### config.mk
export PLATFORM = sky130hd
export DESIGN_NAME = uart_tx_param_flat
export DESIGN_NICKNAME = d
export VERILOG_FILES = /design/src/rtl/uart_tx_param_if.sv /design/src/rtl/uart_tx_param.sv /design/src/flat_wrapper.sv
export SDC_FILE = /design/constraint.sdc
export NUM_CORES = 1
export LEC_CHECK = 0
export ABC_AREA = 0
export BUFFER_PORTS_ARGS = -buffer_cell sky130_fd_sc_hd__buf_2
export CORE_MARGIN = 1.5
export CORE_UTILIZATION = 55
export CTS_CLUSTER_SIZE = 24
export DETAILED_ROUTE_END_ITERATION = 8
export PLACE_DENSITY_LB_ADDON = 0.25
export SYNTH_ARGS = -nofsm -noshare
export SYNTH_HDL_FRONTEND = slang
export SYNTH_SLANG_ARGS = --single-unit
### constraint.sdc
create_clock -name clk -period 5.6 [get_ports clk]
set_input_delay 0.28 -clock clk [delete_from_list [all_inputs] [get_ports clk]]
set_output_delay 0.28 -clock clk [all_outputs]
set_load 0.01 [all_outputs]
### src/rtl/uart_tx_param_if.sv
// Producer-side handshake for the parametrised UART transmitter.
// The master drives words; the slave (transmitter) signals when it can take one.
interface uart_tx_param_if #(
    parameter int DATA_BITS = 8
);
    logic [DATA_BITS-1:0] tx_data;
    logic                 tx_valid;
    logic                 tx_ready;

    modport master (output tx_data, output tx_valid, input tx_ready);
    modport slave  (input tx_data, input tx_valid, output tx_ready);
endinterface

### src/rtl/uart_tx_param.sv
// Parametrised UART transmitter: LSB-first frames with optional parity and 1/2 stop bits,
// paced by an external oversampled baud strobe, with a valid/ready word handshake.
module uart_tx_param #(
    parameter int DATA_BITS  = 8,
    parameter int OVERSAMPLE = 16,
    parameter int PARITY     = 0,
    parameter int STOP_BITS  = 1
) (
    input  logic               clk,
    input  logic               rst,
    input  logic               baud_tick,
    uart_tx_param_if.slave     bus,
    output logic               tx,
    output logic               busy
);
    localparam int TICK_W = $clog2(OVERSAMPLE);
    localparam int BIT_W  = $clog2(DATA_BITS + 1);

    localparam logic [2:0] S_IDLE   = 3'd0;
    localparam logic [2:0] S_START  = 3'd1;
    localparam logic [2:0] S_DATA   = 3'd2;
    localparam logic [2:0] S_PARITY = 3'd3;
    localparam logic [2:0] S_STOP   = 3'd4;

    logic [2:0]           state_q, state_d;
    logic [TICK_W-1:0]    tick_q, tick_d;
    logic [BIT_W-1:0]     bit_q, bit_d;
    logic [DATA_BITS-1:0] shift_q, shift_d;
    logic                 par_q, par_d;
    logic                 tx_q, tx_d;
    logic                 bit_end;

    // A bit period closes on the tick that completes OVERSAMPLE ticks; never in IDLE.
    assign bit_end = baud_tick && (state_q != S_IDLE) &&
                     (tick_q == TICK_W'(OVERSAMPLE - 1));

    always_comb begin
        state_d = state_q;
        tick_d  = tick_q;
        bit_d   = bit_q;
        shift_d = shift_q;
        par_d   = par_q;

        if (state_q != S_IDLE && baud_tick) begin
            tick_d = bit_end ? '0 : tick_q + TICK_W'(1);
        end

        case (state_q)
            S_IDLE: begin
                if (bus.tx_valid) begin
                    state_d = S_START;
                    shift_d = bus.tx_data;
                    par_d   = (PARITY == 1) ? ~(^bus.tx_data) : (^bus.tx_data);
                    tick_d  = '0;
                    bit_d   = '0;
                end
            end
            S_START: begin
                if (bit_end) begin
                    state_d = S_DATA;
                    bit_d   = '0;
                end
            end
            S_DATA: begin
                if (bit_end) begin
                    shift_d = shift_q >> 1;
                    if (bit_q == BIT_W'(DATA_BITS - 1)) begin
                        state_d = (PARITY != 0) ? S_PARITY : S_STOP;
                        bit_d   = '0;
                    end else begin
                        bit_d = bit_q + BIT_W'(1);
                    end
                end
            end
            S_PARITY: begin
                if (bit_end) begin
                    state_d = S_STOP;
                    bit_d   = '0;
                end
            end
            S_STOP: begin
                if (bit_end) begin
                    if (bit_q == BIT_W'(STOP_BITS - 1)) begin
                        state_d = S_IDLE;
                        bit_d   = '0;
                    end else begin
                        bit_d = bit_q + BIT_W'(1);
                    end
                end
            end
            default: begin
                state_d = S_IDLE;
            end
        endcase

        // Line level is decoded from next state so tx itself is a clean flop output.
        case (state_d)
            S_START:  tx_d = 1'b0;
            S_DATA:   tx_d = shift_d[0];
            S_PARITY: tx_d = par_d;
            default:  tx_d = 1'b1;
        endcase
    end

    always_ff @(posedge clk or posedge rst) begin
        if (rst) begin
            state_q <= S_IDLE;
            tick_q  <= '0;
            bit_q   <= '0;
            shift_q <= '0;
            par_q   <= 1'b0;
            tx_q    <= 1'b1;
        end else begin
            state_q <= state_d;
            tick_q  <= tick_d;
            bit_q   <= bit_d;
            shift_q <= shift_d;
            par_q   <= par_d;
            tx_q    <= tx_d;
        end
    end

    assign bus.tx_ready = (state_q == S_IDLE);
    assign busy         = (state_q != S_IDLE);
    assign tx           = tx_q;
endmodule

### src/flat_wrapper.sv
// flat-port wrapper written by rule: the top's interface ports become plain ports
module uart_tx_param_flat 
#(
    parameter int DATA_BITS  = 8,
    parameter int OVERSAMPLE = 16,
    parameter int PARITY     = 0,
    parameter int STOP_BITS  = 1
)
  (clk, rst, baud_tick, tx, busy, bus_tx_data, bus_tx_valid, bus_tx_ready);
  uart_tx_param_if #(.DATA_BITS(DATA_BITS)) bus_i ();
  input  logic clk;
  input  logic rst;
  input  logic baud_tick;
  output logic tx;
  output logic busy;
  input wire logic [$bits(bus_i.tx_data)-1:0] bus_tx_data;
  input wire logic [$bits(bus_i.tx_valid)-1:0] bus_tx_valid;
  output wire logic [$bits(bus_i.tx_ready)-1:0] bus_tx_ready;
  assign bus_i.tx_data = bus_tx_data;
  assign bus_i.tx_valid = bus_tx_valid;
  assign bus_tx_ready = bus_i.tx_ready;
  uart_tx_param #(.DATA_BITS(DATA_BITS), .OVERSAMPLE(OVERSAMPLE), .PARITY(PARITY), .STOP_BITS(STOP_BITS)) u_core (.clk(clk), .rst(rst), .baud_tick(baud_tick), .bus(bus_i), .tx(tx), .busy(busy));
endmodule
==> impl_table.tex <==
\begin{tabular}{lr}
\hline
Metric & Value \\
\hline
\multicolumn{2}{l}{\textbf{Timing}} \\
Slew Limit Fails & 0 \\
Share of the clock period used by the worst path after layout & 0.4119 \\
Worst Tran Pin Value & $\sim$0.77 ns \\
Post-Route Skew & 0.005461 ns \\
Number of setup violations in the final report & 0 \\
Achievable clock frequency & between 0.4 and 0.5 GHz \\
Worst rel slew slack & 0.4835 \\
Unrepaired setup endpoints after global routing & no \\
Worst path setup slack after routing & between 3 and 4 ns \\
Final hold violations & 0 \\
Final setup TNS & 0 ns \\
Post-layout minimum cycle time & 2.307 ns \\
\multicolumn{2}{l}{\textbf{Worst setup path}} \\
CP Max Fanout & 15 \\
Category of the worst setup path capture point & register \\
Cell-by-cell trace of the critical path & nor4b\_4, o22ai\_2, or4\_1, o211ai\_1 \\
Register-to-Register Path Depth & 4 \\
Required time at the endpoint of the critical path & roughly 5.8 ns \\
Cell with the biggest individual delay on the critical path & nor4b\_4 \\
Slowest Stage Delay on Critical Path & between 0.7 and 0.8 ns \\
Critical path start-end classification & register to register \\
Startpoint type of the worst setup path & register \\
Arrival time reported for the critical path endpoint & $\sim$2.5 ns \\
\multicolumn{2}{l}{\textbf{Logic synthesis}} \\
Async set-reset flop share out of synthesis & 1.000 \\
Number of warnings reported in the yosys synthesis log & 0 \\
Main synth FF type & dfrtp\_1 \\
Post-Syn Instances & around 120 \\
Post-synthesis instance area & 1190 sq um \\
Most frequent cells after synthesis & 23 x nand2\_1, 20 x dfrtp\_1, 8 x a21oi\_1 \\
Proportion of netlist area held by the largest area contributor & 0.4206 \\
Number of distinct standard cells referenced by the synthesized netlist & 37 \\
Number of flops mapped to enable cells by yosys & 0 \\
Flip-flop and latch count after synthesis & 21 \\
Synth Net Count & 139 \\
Part of the Yosys area used for sequential elements & 0.4427 \\
Cell with the most instances after synthesis & nand2\_1 \\
Largest area contributor in the synthesized netlist & dfrtp\_1 \\
Synthesized area divided by synthesized cell count & 9.596 sq um \\
Largest cells by area after synthesis & dfrtp\_1 42\%, nand2\_1 7.3\%, xnor2\_1 5.2\%, a22oi\_1 3.8\%, a21oi\_1 3.4\% \\
\multicolumn{2}{l}{\textbf{Drt}} \\
Total wire length & between 2000 and 2500 um \\
Total DRC errors in the routed layout & 0 \\
Length of the first detailed-routing pass in iterations & 4 \\
Average wire per standard cell & 13.56 um \\
Initial detailed-routing violation count & 25 \\
Via count of the routed design & approximately 950 \\
Number of routed nets with antenna violations & 0 \\
Post-detailed-route via-to-cell ratio & between 5 and 6 \\
\multicolumn{2}{l}{\textbf{GRT}} \\
Vias in the first global route & between 800 and 900 \\
Gr usage total & 0.2010 \\
Global route overflow & 0 \\
Initial antenna violation count & 0 \\
Largest net degree at the start of global routing & 22 \\
Wire length of the first global-routing pass & around 3800 um \\
\multicolumn{2}{l}{\textbf{Floorplan}} \\
Floorplan die area & between 2000 and 2500 sq um \\
Row cnt & 16 \\
Area of the core region & 2002 sq um \\
Top-level I/O count & 15 \\
Chip Width & 49.51 um \\
Die Y-Extent & just under 50 um \\
Initial standard-cell utilization of the core & 0.5944 \\
\multicolumn{2}{l}{\textbf{Finish}} \\
Fraction of final layout cells with drive strength greater than 1 & 0.1942 \\
Antenna diode count & 0 \\
Fraction of the core area covered by cells at the end of the flow & 0.6463 \\
Signed area change from the synthesized netlist to the final layout & 8.728\% \\
Number of fillers in the final layout & about 170 \\
Final nets & about 160 \\
\multicolumn{2}{l}{\textbf{Power and ir drop}} \\
Power Dens Cells & about 350 nW/um\^{}2 \\
Peak supply drop & roughly 0.00022 V \\
Cell leakage power & 0.6035 nW \\
\multicolumn{2}{l}{\textbf{Clock tree}} \\
Clock buffer depth & 2 \\
Clock-pin slew on the worst setup and hold paths & 0.12 ns \\
Number of H-tree branching levels & 1 \\
Postcts setup bufs & 0 \\
Post-CTS Resized & 0 \\
Hold-fix buffer count after cts & 0 \\
Root buffer cell & clkbuf\_4 \\
Cts bufs inserted & 3 \\
CTS tree & done \\
Clock latency on the worst-skew pair & 0.30 ns \\
Clock Sink Count & 21 \\
\multicolumn{2}{l}{\textbf{Worst hold path}} \\
Worst min-delay path category & input pin to asynchronous set/reset pin \\
\multicolumn{2}{l}{\textbf{Job}} \\
Max-cap violation count & 0 \\
\multicolumn{2}{l}{\textbf{Placed design}} \\
HPWL Detailed & around 1700 um \\
I/O Buffers & 14 \\
Post-Place Worst Slack & 3.320 ns \\
Weighted congestion at the end of routability-driven global placement & between 0.8 and 0.9 \\
\multicolumn{2}{l}{\textbf{Run status}} \\
Status & completed \\
\hline
\end{tabular}
-- placed cells by master, fill, tap and decap left out, types with 2 or more instances in the layout --
cell type and count:
and2_1 2, nor2_1 6, nor2b_1 2, clkbuf_4 3, inv_1 4, a22oi_1 6
or4_1 2, a21o_1 2, dfrtp_1 20, ha_1 3, a21oi_1 8, buf_2 14
nand2b_1 3, o211ai_1 3, o21ai_0 6, xnor2_1 7, inv_2 2, o21bai_1 2
nand3_1 3, nand2_1 23
-- sequential cells by signal, indices dropped and copies added, names as in the netlist --
register / cells
u_core.bit_q: 4
u_core.shift_q: 8
u_core.par_q: 1
u_core.state_q: 3
u_core.tick_q: 4
u_core.tx: 1
-- worst paths after layout --
| check | slack, ns | endpoint | startpoint |
|---|---|---|---|
| max | 3.29 | u_core.bit_q[3]$_DFFE_PP0P_ | u_core.state_q[0]$_DFF_PP0_ |
| min | 0.10 | u_core.state_q[1]$_DFF_PP0_ | rst |
| max reg2reg | 3.29 | u_core.bit_q[3]$_DFFE_PP0P_ | u_core.state_q[0]$_DFF_PP0_ |
| min reg2reg | 0.49 | u_core.shift_q[5]$_DFFE_PP0P_ | u_core.shift_q[5]$_DFFE_PP0P_ |
| max in group asynchronous | 5.01 | u_core.bit_q[3]$_DFFE_PP0P_ | rst |
| min in group clk | 0.23 | u_core.shift_q[3]$_DFFE_PP0P_ | bus_tx_data[3] |
-- through the flow --
stage / total power, mW / std cells / hold slack, ns / instance area [sq um]
3_5_place_dp: 0.3816 / 162 / 0.4645 / 1267
2_1_floorplan: 0.3506 / 124 / 0.2558 / 1190
4_1_cts: 0.4537 / 166 / 0.1308 / 1294
3_3_place_gp: 0.3743 / 162 / 0.4605 / 1267
6_report: 0.4515 / 166 / 0.1024 / 1294
5_1_grt: 0.4857 / 166 / 0.1676 / 1294
-- cells by family after synthesis --
family,synth area share
XOR/XNOR,0.05153
AND/OR/NAND/NOR,0.2376
flip-flops,0.4427
buffers and inverters,0.04100
AO/OA/AOI/OAI,0.1956
adder cells (fa/ha/maj),0.03155
-- critical path: cells and delay by family (launching register included) --
family	cells	cell delay (ns)
compound gates	2	0.39
flops	1	0.53
simple gates	2	1.31
-- metal layers --
layer	up-vias	wire length (um)	global-route usage
li1	470	-	-
met2	22	1090	0.3446
met1	453	1055	0.2554
met5	-	0	0
met4	0	23	0.08333
met3	2	82	0.02727
-- final cells by class --
type | count | area, sq um | area share
clock buffers | 4 | 26.28 | 0.02031
inverters | 6 | 22.52 | 0.01741
multi-input cells | 94 | 614.3 | 0.4749
flip-flops and latches | 21 | 526.8 | 0.4072
well taps | 27 | 33.78 | 0.02611
repair buffers | 14 | 70.07 | 0.05416
-- where the power goes --
part	leakage, nW	switching [mW]	internal (mW)
Sequential	0.261	0.0457	0.201
Combinational	0.328	0.0716	0.0618
Clock	0.0150	0.0441	0.0277
(Power assumes the default switching activity.)
